**config.mk**
```make
export PLATFORM = sky130hd
export DESIGN_NAME = jk_edge_meter
export DESIGN_NICKNAME = d
export VERILOG_FILES = /design/src/rtl/jk_edge_meter.sv
export SDC_FILE = /design/constraint.sdc
export NUM_CORES = 1
export LEC_CHECK = 0
export ABC_AREA = 1
export CAP_MARGIN = 20
export CORE_MARGIN = 1.5
export CORE_UTILIZATION = 60
export CTS_CLUSTER_SIZE = 20
export DETAILED_ROUTE_END_ITERATION = 8
export HOLD_SLACK_MARGIN = 0.15
export PLACE_DENSITY = 0.84
export SLEW_MARGIN = 30
export SYNTH_ARGS = -nofsm -noshare
export SYNTH_HDL_FRONTEND = slang
export SYNTH_SLANG_ARGS = --single-unit
```
**constraint.sdc**
```tcl
create_clock -name clk -period 3.6 [get_ports clk]
set_input_delay 1.08 -clock clk [delete_from_list [all_inputs] [get_ports clk]]
set_output_delay 1.08 -clock clk [all_outputs]
set_load 0.05 [all_outputs]
```
**src/rtl/jk_edge_meter.sv**
```systemverilog
// jk_edge_meter: synchronises JK flop q, emits edge pulses, counts toggles per window and measures high phases
module jk_edge_meter #(
  parameter int CNT_W   = 16,
  parameter int WIN_LEN = 1000
) (
  input  logic             clk,
  input  logic             rst,
  input  logic             q_in,
  input  logic             en,
  output logic             rise_pulse,
  output logic             fall_pulse,
  output logic [CNT_W-1:0] toggle_cnt,
  output logic             cnt_valid,
  output logic [CNT_W-1:0] high_len,
  output logic             high_len_valid,
  output logic             overflow
);
  localparam int WW = $clog2(WIN_LEN);
  localparam logic [CNT_W-1:0] MAX = '1;
  typedef enum logic {IDLE, RUN} state_t;
  state_t state_q, state_d;
  logic s1_q, s2_q, s3_q, rise_q, fall_q, rise_d, fall_d;
  logic [WW-1:0] win_q, win_d;
  logic [CNT_W-1:0] edge_q, edge_d, hcnt_q, hcnt_d, tog_q, tog_d, hl_q, hl_d, edge_sum;
  logic armed_q, armed_d, cv_q, cv_d, hlv_q, hlv_d, ovf_q, ovf_d;
  logic edge_w, edge_sat, hsat, win_end;
  always_comb begin
    rise_d   = s2_q & ~s3_q;
    fall_d   = ~s2_q & s3_q;
    edge_w   = rise_q | fall_q;
    edge_sat = edge_w && edge_q == MAX;
    edge_sum = edge_sat ? MAX : edge_q + CNT_W'(edge_w);
    hsat     = armed_q && !rise_q && !fall_q && hcnt_q == MAX;
    win_end  = win_q == WW'(WIN_LEN - 1);
    state_d  = state_q;
    win_d    = win_q;
    edge_d   = edge_q;
    hcnt_d   = hcnt_q;
    armed_d  = armed_q;
    tog_d    = tog_q;
    hl_d     = hl_q;
    cv_d     = 1'b0;
    hlv_d    = 1'b0;
    ovf_d    = ovf_q;
    if (state_q == IDLE || !en) begin
      state_d = (state_q == IDLE && en) ? RUN : IDLE;
      win_d   = '0;
      edge_d  = '0;
      hcnt_d  = '0;
      armed_d = 1'b0;
      ovf_d   = 1'b0;
    end else begin
      win_d  = win_end ? '0 : win_q + WW'(1);
      edge_d = win_end ? '0 : edge_sum;
      tog_d  = win_end ? edge_sum : tog_q;
      cv_d   = win_end;
      ovf_d  = ovf_q | edge_sat | hsat;
      if (rise_q) begin
        hcnt_d  = CNT_W'(1);
        armed_d = 1'b1;
      end else if (fall_q && armed_q) begin
        hl_d    = hcnt_q;
        hlv_d   = 1'b1;
        armed_d = 1'b0;
      end else if (armed_q && !hsat) begin
        hcnt_d = hcnt_q + CNT_W'(1);
      end
    end
  end
  always_ff @(posedge clk) begin
    if (rst) begin
      state_q <= IDLE;
      {s1_q, s2_q, s3_q, rise_q, fall_q} <= '0;
      win_q   <= '0;
      edge_q  <= '0;
      hcnt_q  <= '0;
      armed_q <= 1'b0;
      tog_q   <= '0;
      hl_q    <= '0;
      cv_q    <= 1'b0;
      hlv_q   <= 1'b0;
      ovf_q   <= 1'b0;
    end else begin
      state_q <= state_d;
      {s1_q, s2_q, s3_q} <= {q_in, s1_q, s2_q};
      rise_q  <= rise_d;
      fall_q  <= fall_d;
      win_q   <= win_d;
      edge_q  <= edge_d;
      hcnt_q  <= hcnt_d;
      armed_q <= armed_d;
      tog_q   <= tog_d;
      hl_q    <= hl_d;
      cv_q    <= cv_d;
      hlv_q   <= hlv_d;
      ovf_q   <= ovf_d;
    end
  end
  assign rise_pulse     = rise_q;
  assign fall_pulse     = fall_q;
  assign toggle_cnt     = tog_q;
  assign cnt_valid      = cv_q;
  assign high_len       = hl_q;
  assign high_len_valid = hlv_q;
  assign overflow       = ovf_q;
endmodule

```
; ---- Word-level counts from Yosys, hierarchy flattened
; Cells that the tools add are included.
[totals]
reg_bits = 84
inputBits = 4
wordCells = 63
[op_classes]
addsub = 3
eq_ne = 4
mux = 8
bitwise_logic = 11
reduce_logical = 21
[ops]
columns = operator, count
row1 = $eq 16x16->1 const B, 2
row2 = $add 16x1->16, 1
row3 = $add 16x1->16 const B, 1
row4 = $mux 16, 1
row5 = $add 10x1->10 const B, 1
row6 = $eq 10x10->1 const B, 1
row7 = $logic_and 1x1->1, 7
row8 = $mux 1, 7
row9 = $not 1->1, 6
row10 = $reduce_and 2->1, 3
row11 = $reduce_or 3->1, 2
row12 = $logic_not 1->1, 4
row13 = $reduce_bool 2->1, 2
row14 = $or 1x1->1, 3
row15 = $reduce_and 3->1, 1
row16 = $and 1x1->1, 2
row17 = $ne 2x2->1 const B, 1
row18 = $reduce_or 2->1, 1
row19 = $logic_or 1x1->1, 1

; ---- Depth between registers and ports, before layout
; Gate-level depths: netlist of the first run.
[depth]
ltp_word = 9
mapped_depth = 12
depth_no_buf = 12

; ---- Worst setup path before layout of the first run
; OpenSTA, ideal clock, no wires.
[synth_timing]
path_type = flip-flop to flip-flop
startpoint = reg fall_q, in the netlist fall_pulse
endpoint = reg tog_q[10], in the netlist toggle_cnt[10]
setup_time_ns = 0.113
arrival_ns = 1.987
required_time_ns = 3.487
path_slack_ns = 1.500
stages_incl_launch_ff = 12
n_path_buf = 0
path_cell_list = dfxtp_1 -> inv_1 -> nand2_1 -> ha_1 -> ha_1 -> nand3_1 -> inv_1 -> nand2_1 -> o21ai_0 -> nand3_1 -> o21ai_1 -> inv_1
[synth_between]
elab_chain_len = 3
[synth_rtl]
columns = item, line_no
row1 = from (decl), 22  ; logic s1_q, s2_q, s3_q, rise_q, fall_q, rise_d, fall_d;
row2 = from (signal assigned), 87  ; fall_q <= fall_d;
row3 = $or 1x1->1 *, 30  ; edge_w = rise_q | fall_q;
row4 = $add 16x1->16 / $logic_and 1x1->1 (equally long branches), "32, 31"
row5 = $mux 16 *, 32  ; edge_sum = edge_sat ? MAX : edge_q + CNT_W'(edge_w);
row6 = to (signal assigned), 92  ; tog_q <= tog_d;
row7 = to (decl), 24  ; logic [CNT_W-1:0] edge_q, edge_d, hcnt_q, hcnt_d, tog_q, tog_d, hl_q, hl_d, edge_sum;
; Every way passes the cells marked *; elsewhere a longest branch is shown, timed or not.
; A chain may end at the register's enable or synchronous reset.

; ---- Worst setup path in the final report of the first run
[layout_timing]
startpoint = reg rise_q, in the netlist rise_pulse
endpoint = out rise_pulse
[layout_lines]
columns = item, line_no
row1 = from (decl), 22
row2 = from (signal assigned), 86  ; rise_q <= rise_d;
row3 = to (decl), 10  ; output logic rise_pulse,
; No word-level cell between the ends.

==> results of run 1 <==
[through the flow]
step           instances  hold slack (ps)  cell area (um2)
5_1_grt              655            436.5             4469
6_report             655            407.3             4469
2_1_floorplan        535            388.3             3812
4_1_cts              655            410.9             4469
3_3_place_gp         640            397.6             4239
3_5_place_dp         640            399.7             4239
[kinds of logic after synthesis]
logic type | Yosys count
fa+ha+maj | 4
simple gates | 289
buf+inv | 79
compound gates | 63
xor+xnor | 16
flops | 84
[worst register-to-register path, delay by kind of cell, from the launching register on]
family                     cells  cell delay (ps)
and+or+nand+nor                4              540
adders and majority gates      2              400
DFF                            1              390
AOI/OAI and AO/OA              2              360
buffers and inverters          3              240
[path summary, 6_finish.rpt]
path | from | endpoint | slack [ps] | cells after the start
worst min-delay path | s1_q$_SDFF_PP0_ | s2_q$_SDFF_PP0_ | 410 | 2
worst max-delay path | rise_pulse$_SDFF_PP0_ | rise_pulse | 950 | 1
worst min register to register | s1_q$_SDFF_PP0_ | s2_q$_SDFF_PP0_ | 410 | 2
worst max register to register | rise_pulse$_SDFF_PP0_ | toggle_cnt[10]$_SDFFE_PP0P_ | 1600 | 11
[registers in the layout (all words and copies together), names as in the netlist]
signal,count
armed_q,1
cnt_valid,1
edge_q,16
fall_pulse,1
hcnt_q,16
high_len,16
high_len_valid,1
overflow,1
rise_pulse,1
s1_q,1
s2_q,1
s3_q,1
state_q,1
toggle_cnt,16
win_q,10
[Yosys cell counts, types with 4 or more instances]
library cell	count
xor2_1	11
ha_1	4
a21oi_1	18
xnor2_1	5
inv_2	5
nand3_1	26
nor2_1	111
dfxtp_1	84
nand3b_1	5
o21ai_0	24
inv_1	62
o21ai_1	8
nand4_1	10
nor3_1	5
nand2_1	116
a21oi_2	10
[power groups by stage]
stage | sequential, mW | clock [mW] | combinational [mW]
final | 0.933 | 0.781 | 0.0287
after global routing | 0.933 | 0.830 | 0.0316
after CTS | 0.933 | 0.793 | 0.0287
after detailed placement | 0.955 | 0 | 0.0285
after global placement | 0.955 | 0 | 0.0278
after floorplan | 0.956 | 0 | 0.0169
[layout make-up]
type / count / area, um2 / area share (%)
Multi-Input combinational cell: 372 / 1797 / 40.20
Sequential cell: 84 / 1682 / 37.63
Timing Repair Buffer: 42 / 415.4 / 9.294
Inverter: 67 / 251.5 / 5.627
Clock buffer: 11 / 131.4 / 2.940
Clock inverter: 4 / 98.84 / 2.212
Tap cell: 75 / 93.84 / 2.100
[layer usage]
metal  track usage, %  vias up
met2            42.60      104
met1            32.77     1593
met5                0        -
met4            11.83        0
li1                 -     1758
met3            6.154       12
==> impl_metrics.toml, run 1 <==
[detailed_routing]
dr.pass1.iters = 5
wl_met2_mm = 3.924
dr_wl_met3_um = 444
wl_per_cell_um = 12.81
dr.max_layer_used = "met4"
wl_mm = 8.389
via_count = 3467
antenna_left = 0
drc = 0
vias_per_cell = 5.293
wl_met1_mm = 3.889
dr.first_iter.drc_count = 339

[cells_and_area]
final_cell_mix = "116 x nand2_1, 111 x nor2_1, 84 x dfxtp_1"
fillers = 474
antenna_cells = 0
synthToLayoutAreaGrowth_pct = 17.23
final_common_cell = "nand2_1"
post-route-util_pct = 74.17
drive_above_1_share_pct = 7.586
finalNetCount = 584

[power_and_ir_drop]
seq_power_share_pct = 53.5
netSwitchingFraction_pct = 19.72
power.density_nw_per_um2 = 389.8
power_frac_comb_pct = 1.7
internal_power_mw = 1.399
p_switching_mw = 0.3434
p_total_mw = 1.742
power_frac_clock_pct = 44.8
p_leak_nw = 1.797
peakVddDrop_uv = 347.7

[clock_tree]
clk_latency_ps = 360
cts_buffer_depth = 2
numCtsBuffers = 9
tritoncts = "done"
h-tree-depth = 3
numClockSinks = 84
cts-hold-fix-buffers = 0
clk_pin_slew_ps = 70
post-cts-setup-buffers = 0
cts_resized = 0
cts_root_buf = "clkbuf_8"

[synth]
yosysSeqAreaShare_pct = 44.11
synth_mux_area_share_pct = 0
ys_seq_elements = 84
yosysWarnings = 0
synthArstFlopShare_pct = 0
synth_xor_area_share_pct = 3.676
synth_top_area_share_pct = 44.11
yosys.cell_types.count = 33
synth_edf_count = 0
synth_area_per_cell_um2 = 7.126
synth_top_family_by_area = "simple AND/OR/NAND/NOR gates"
synth_ff_type = "dfxtp_1"
synthCells = 535
synthAdderAreaFrac_pct = 1.313
syn_area_um2 = 3812
synth_compound_area_share_pct = 9.353
synth-simple-area-share_pct = 32.79
synth.area.top_cells = "dfxtp_1 44%, nand2_1 11%, nor2_1 11%"
syn_nets = 543
synth_top_cell_by_area = "dfxtp_1"

[worst_setup_path]
path_class = "flip-flop to primary output"
crit_family = "buffers and inverters"
path_max_fanout = 4
worstPathRequired_ps = 2520
arrival_ps = 1570
worstSetupEndpointType = "primary output"
critPathMaxStageDelay_ps = 830
path_cells = "clkdlybuf4s50_1"
worst_setup_path_start_kind = "flip-flop"
cp.buffers_inverters = 1
critPathSlowestCell = "clkdlybuf4s50_1"

[placement]
io_buffers = 40
routabilityCongestion = 0.9085
post-place-ws_ps = 729.5
hpwl_mm = 6.122

[grt]
antenna_found_initial = 0
grt_max_degree = 28
grt_pass1_wl_mm = 13.38
grt_overflow = 0
grtUsageTotal_pct = 26.16
grt_pass1_vias = 3052

[floorplanning]
core_area_um2 = 6026
fp.dieArea_um2 = 6841
top_level_ports = 41
die_height_um = 82.71
start_util_pct = 63.27
core.rowCount = 28
fp.dieW_um = 82.71

[sta]
setup_viol = 0
setup_ws_ps = 951.1
fmax_mhz = 377.5
fin_skew_ps = 11.56
finalCriticalPeriod_ps = 2649
fin_crit_sh_pct = 73.58
slew_headroom_pct = 58.46
worst_slew_pin_slew_ps = 622.5
rsz0062_at_grt = "no"
drv_slew = 0
hold_viol_final = 0
setup-tns-final_ps = 0

[status]
status = "completed"

[worst_hold_path]
hold_path_class = "flip-flop to flip-flop"

[run]
cap_violations = 0
(Power assumes the default switching activity.)
==> inputs of run 2 (changes only) <==
--- a/config.mk
+++ b/config.mk
@@ -8,11 +8,11 @@
 export ABC_AREA = 1
 export CAP_MARGIN = 20
 export CORE_MARGIN = 1.5
-export CORE_UTILIZATION = 60
+export CORE_UTILIZATION = 56
 export CTS_CLUSTER_SIZE = 20
 export DETAILED_ROUTE_END_ITERATION = 8
 export HOLD_SLACK_MARGIN = 0.15
-export PLACE_DENSITY = 0.84
+export PLACE_DENSITY = 0.79
 export SLEW_MARGIN = 30
 export SYNTH_ARGS = -nofsm -noshare
 export SYNTH_HDL_FRONTEND = slang
==> constraint.sdc (replaced) <==
create_clock -name clk -period 2.5 [get_ports clk]
set_input_delay 0.75 -clock clk [delete_from_list [all_inputs] [get_ports clk]]
set_output_delay 0.75 -clock clk [all_outputs]
set_load 0.05 [all_outputs]
==> impl_metrics.toml, run 2 (synthesis results as in run 1) <==
[status]
status = "finished with violations"
failed_checks = "DRC"

[power_and_ir_drop]
power.density_nw_per_um2 = 544.7
p_total_mw = 2.436
peakVddDrop_uv = 386.1
p_leak_nw = 1.802

[cells_and_area]
finalNetCount = 586
drive_above_1_share_pct = 8.076
final_cell_mix = "116 x nand2_1, 111 x nor2_1, 84 x dfxtp_1"
final_common_cell = "nand2_1"
antenna_cells = 0
synthToLayoutAreaGrowth_pct = 17.30
instances_no_fill = 659
stdcell_area_um2 = 4472

[worst_setup_path]
worst_setup_path_start_kind = "flip-flop"
arrival_ps = 1570
worstSetupEndpointType = "primary output"
cp.depth = 1
path_cells = "clkdlybuf4s50_1"
worstRegToRegCells = 11
critPathMaxStageDelay_ps = 830
path_class = "flip-flop to primary output"
cp.buffers_inverters = 1
worstPathRequired_ps = 1750
critPathSlowestCell = "clkdlybuf4s50_1"
path_max_fanout = 4
crit_family = "buffers and inverters"

[clock_tree]
post-cts-setup-buffers = 0
tritoncts = "done"
numCtsBuffers = 9
clk_pin_slew_ps = 80
clk_latency_ps = 350
cts_buffer_depth = 2
cts-hold-fix-buffers = 0
cts_root_buf = "clkbuf_8"
numClockSinks = 84
h-tree-depth = 3
cts_resized = 0

[detailed_routing]
wl_per_cell_um = 12.11
via_count = 3380
antenna_left = 0
drc = 3
vias_per_cell = 5.129
dr.pass1.iters = 6
wl_mm = 7.979
dr.first_iter.drc_count = 162

[floorplanning]
start_util_pct = 59.03
core_area_um2 = 6459
fp.dieArea_um2 = 7312
fp.dieW_um = 85.51
core.rowCount = 29
top_level_ports = 41
die_height_um = 85.51

[placement]
place_area_um2 = 4257
hpwl_mm = 5.848
dp_cells = 644
io_buffers = 40
routabilityCongestion = 0.9439

[sta]
fin_crit_sh_pct = 92.96
hold_viol_final = 0
whs_ps = 411.4
setup-tns-final_ps = 0
fmax_mhz = 430.3
setup_viol = 0
worst_slew_pin_slew_ps = 620.6
slew_headroom_pct = 58.58
fin_skew_ps = 6.794
drv_slew = 0
rsz0062_at_grt = "no"
finalCriticalPeriod_ps = 2324

[grt]
grt_pass1_vias = 3009
grt_max_degree = 28
grtUsageTotal_pct = 23.20
grt_overflow = 0
antenna_found_initial = 0
grt_pass1_wl_mm = 13.53

[worst_hold_path]
holdPathStages = 2
hold_path_class = "flip-flop to flip-flop"

[run]
cap_violations = 0
run 2: layout make-up:
type                            count  area, um2
Clock buffer                       11      141.4
Timing Repair Buffer               44      430.4
Multi-Input combinational cell    372       1797
Fill cell                         563       1987
Tap cell                           77      96.34
Sequential cell                    84       1682
Inverter                           67      251.5
Clock inverter                      4      73.82
run 2: metrics by stage:
stage	worst slack, ps	util (%)
2_1_floorplan	400.4	-
3_3_place_gp	235.1	65.90
3_5_place_dp	169.1	65.90
4_1_cts	160.7	69.24
5_1_grt	131.9	69.24
6_report	175.9	69.24
run 2: worst paths after layout:
check                                      startpoint                           to  slack (ps)
worst min-delay path                  s1_q$_SDFF_PP0_              s2_q$_SDFF_PP0_         410
worst min register to register        s1_q$_SDFF_PP0_              s2_q$_SDFF_PP0_         410
worst max register to register  rise_pulse$_SDFF_PP0_  toggle_cnt[10]$_SDFFE_PP0P_         410
worst max-delay path            rise_pulse$_SDFF_PP0_                   rise_pulse         180
run 2: power by group:
part | internal (mW) | total [mW] | leakage [nW] | switching (mW)
Combinational | 0.0126 | 0.0414 | 1.02 | 0.0288
Sequential | 1.34 | 1.34 | 0.677 | 0.00235
Clock | 0.585 | 1.05 | 0.109 | 0.467
run 2: per-layer routing:
| metal | global-route usage (%) | wire [um] | vias up |
|---|---|---|---|
| met5 | 0 | 0 | - |
| met4 | 8.944 | 163 | 0 |
| met3 | 3.465 | 446 | 14 |
| met2 | 35.36 | 3392 | 83 |
| met1 | 33.33 | 3976 | 1521 |
| li1 | - | - | 1762 |
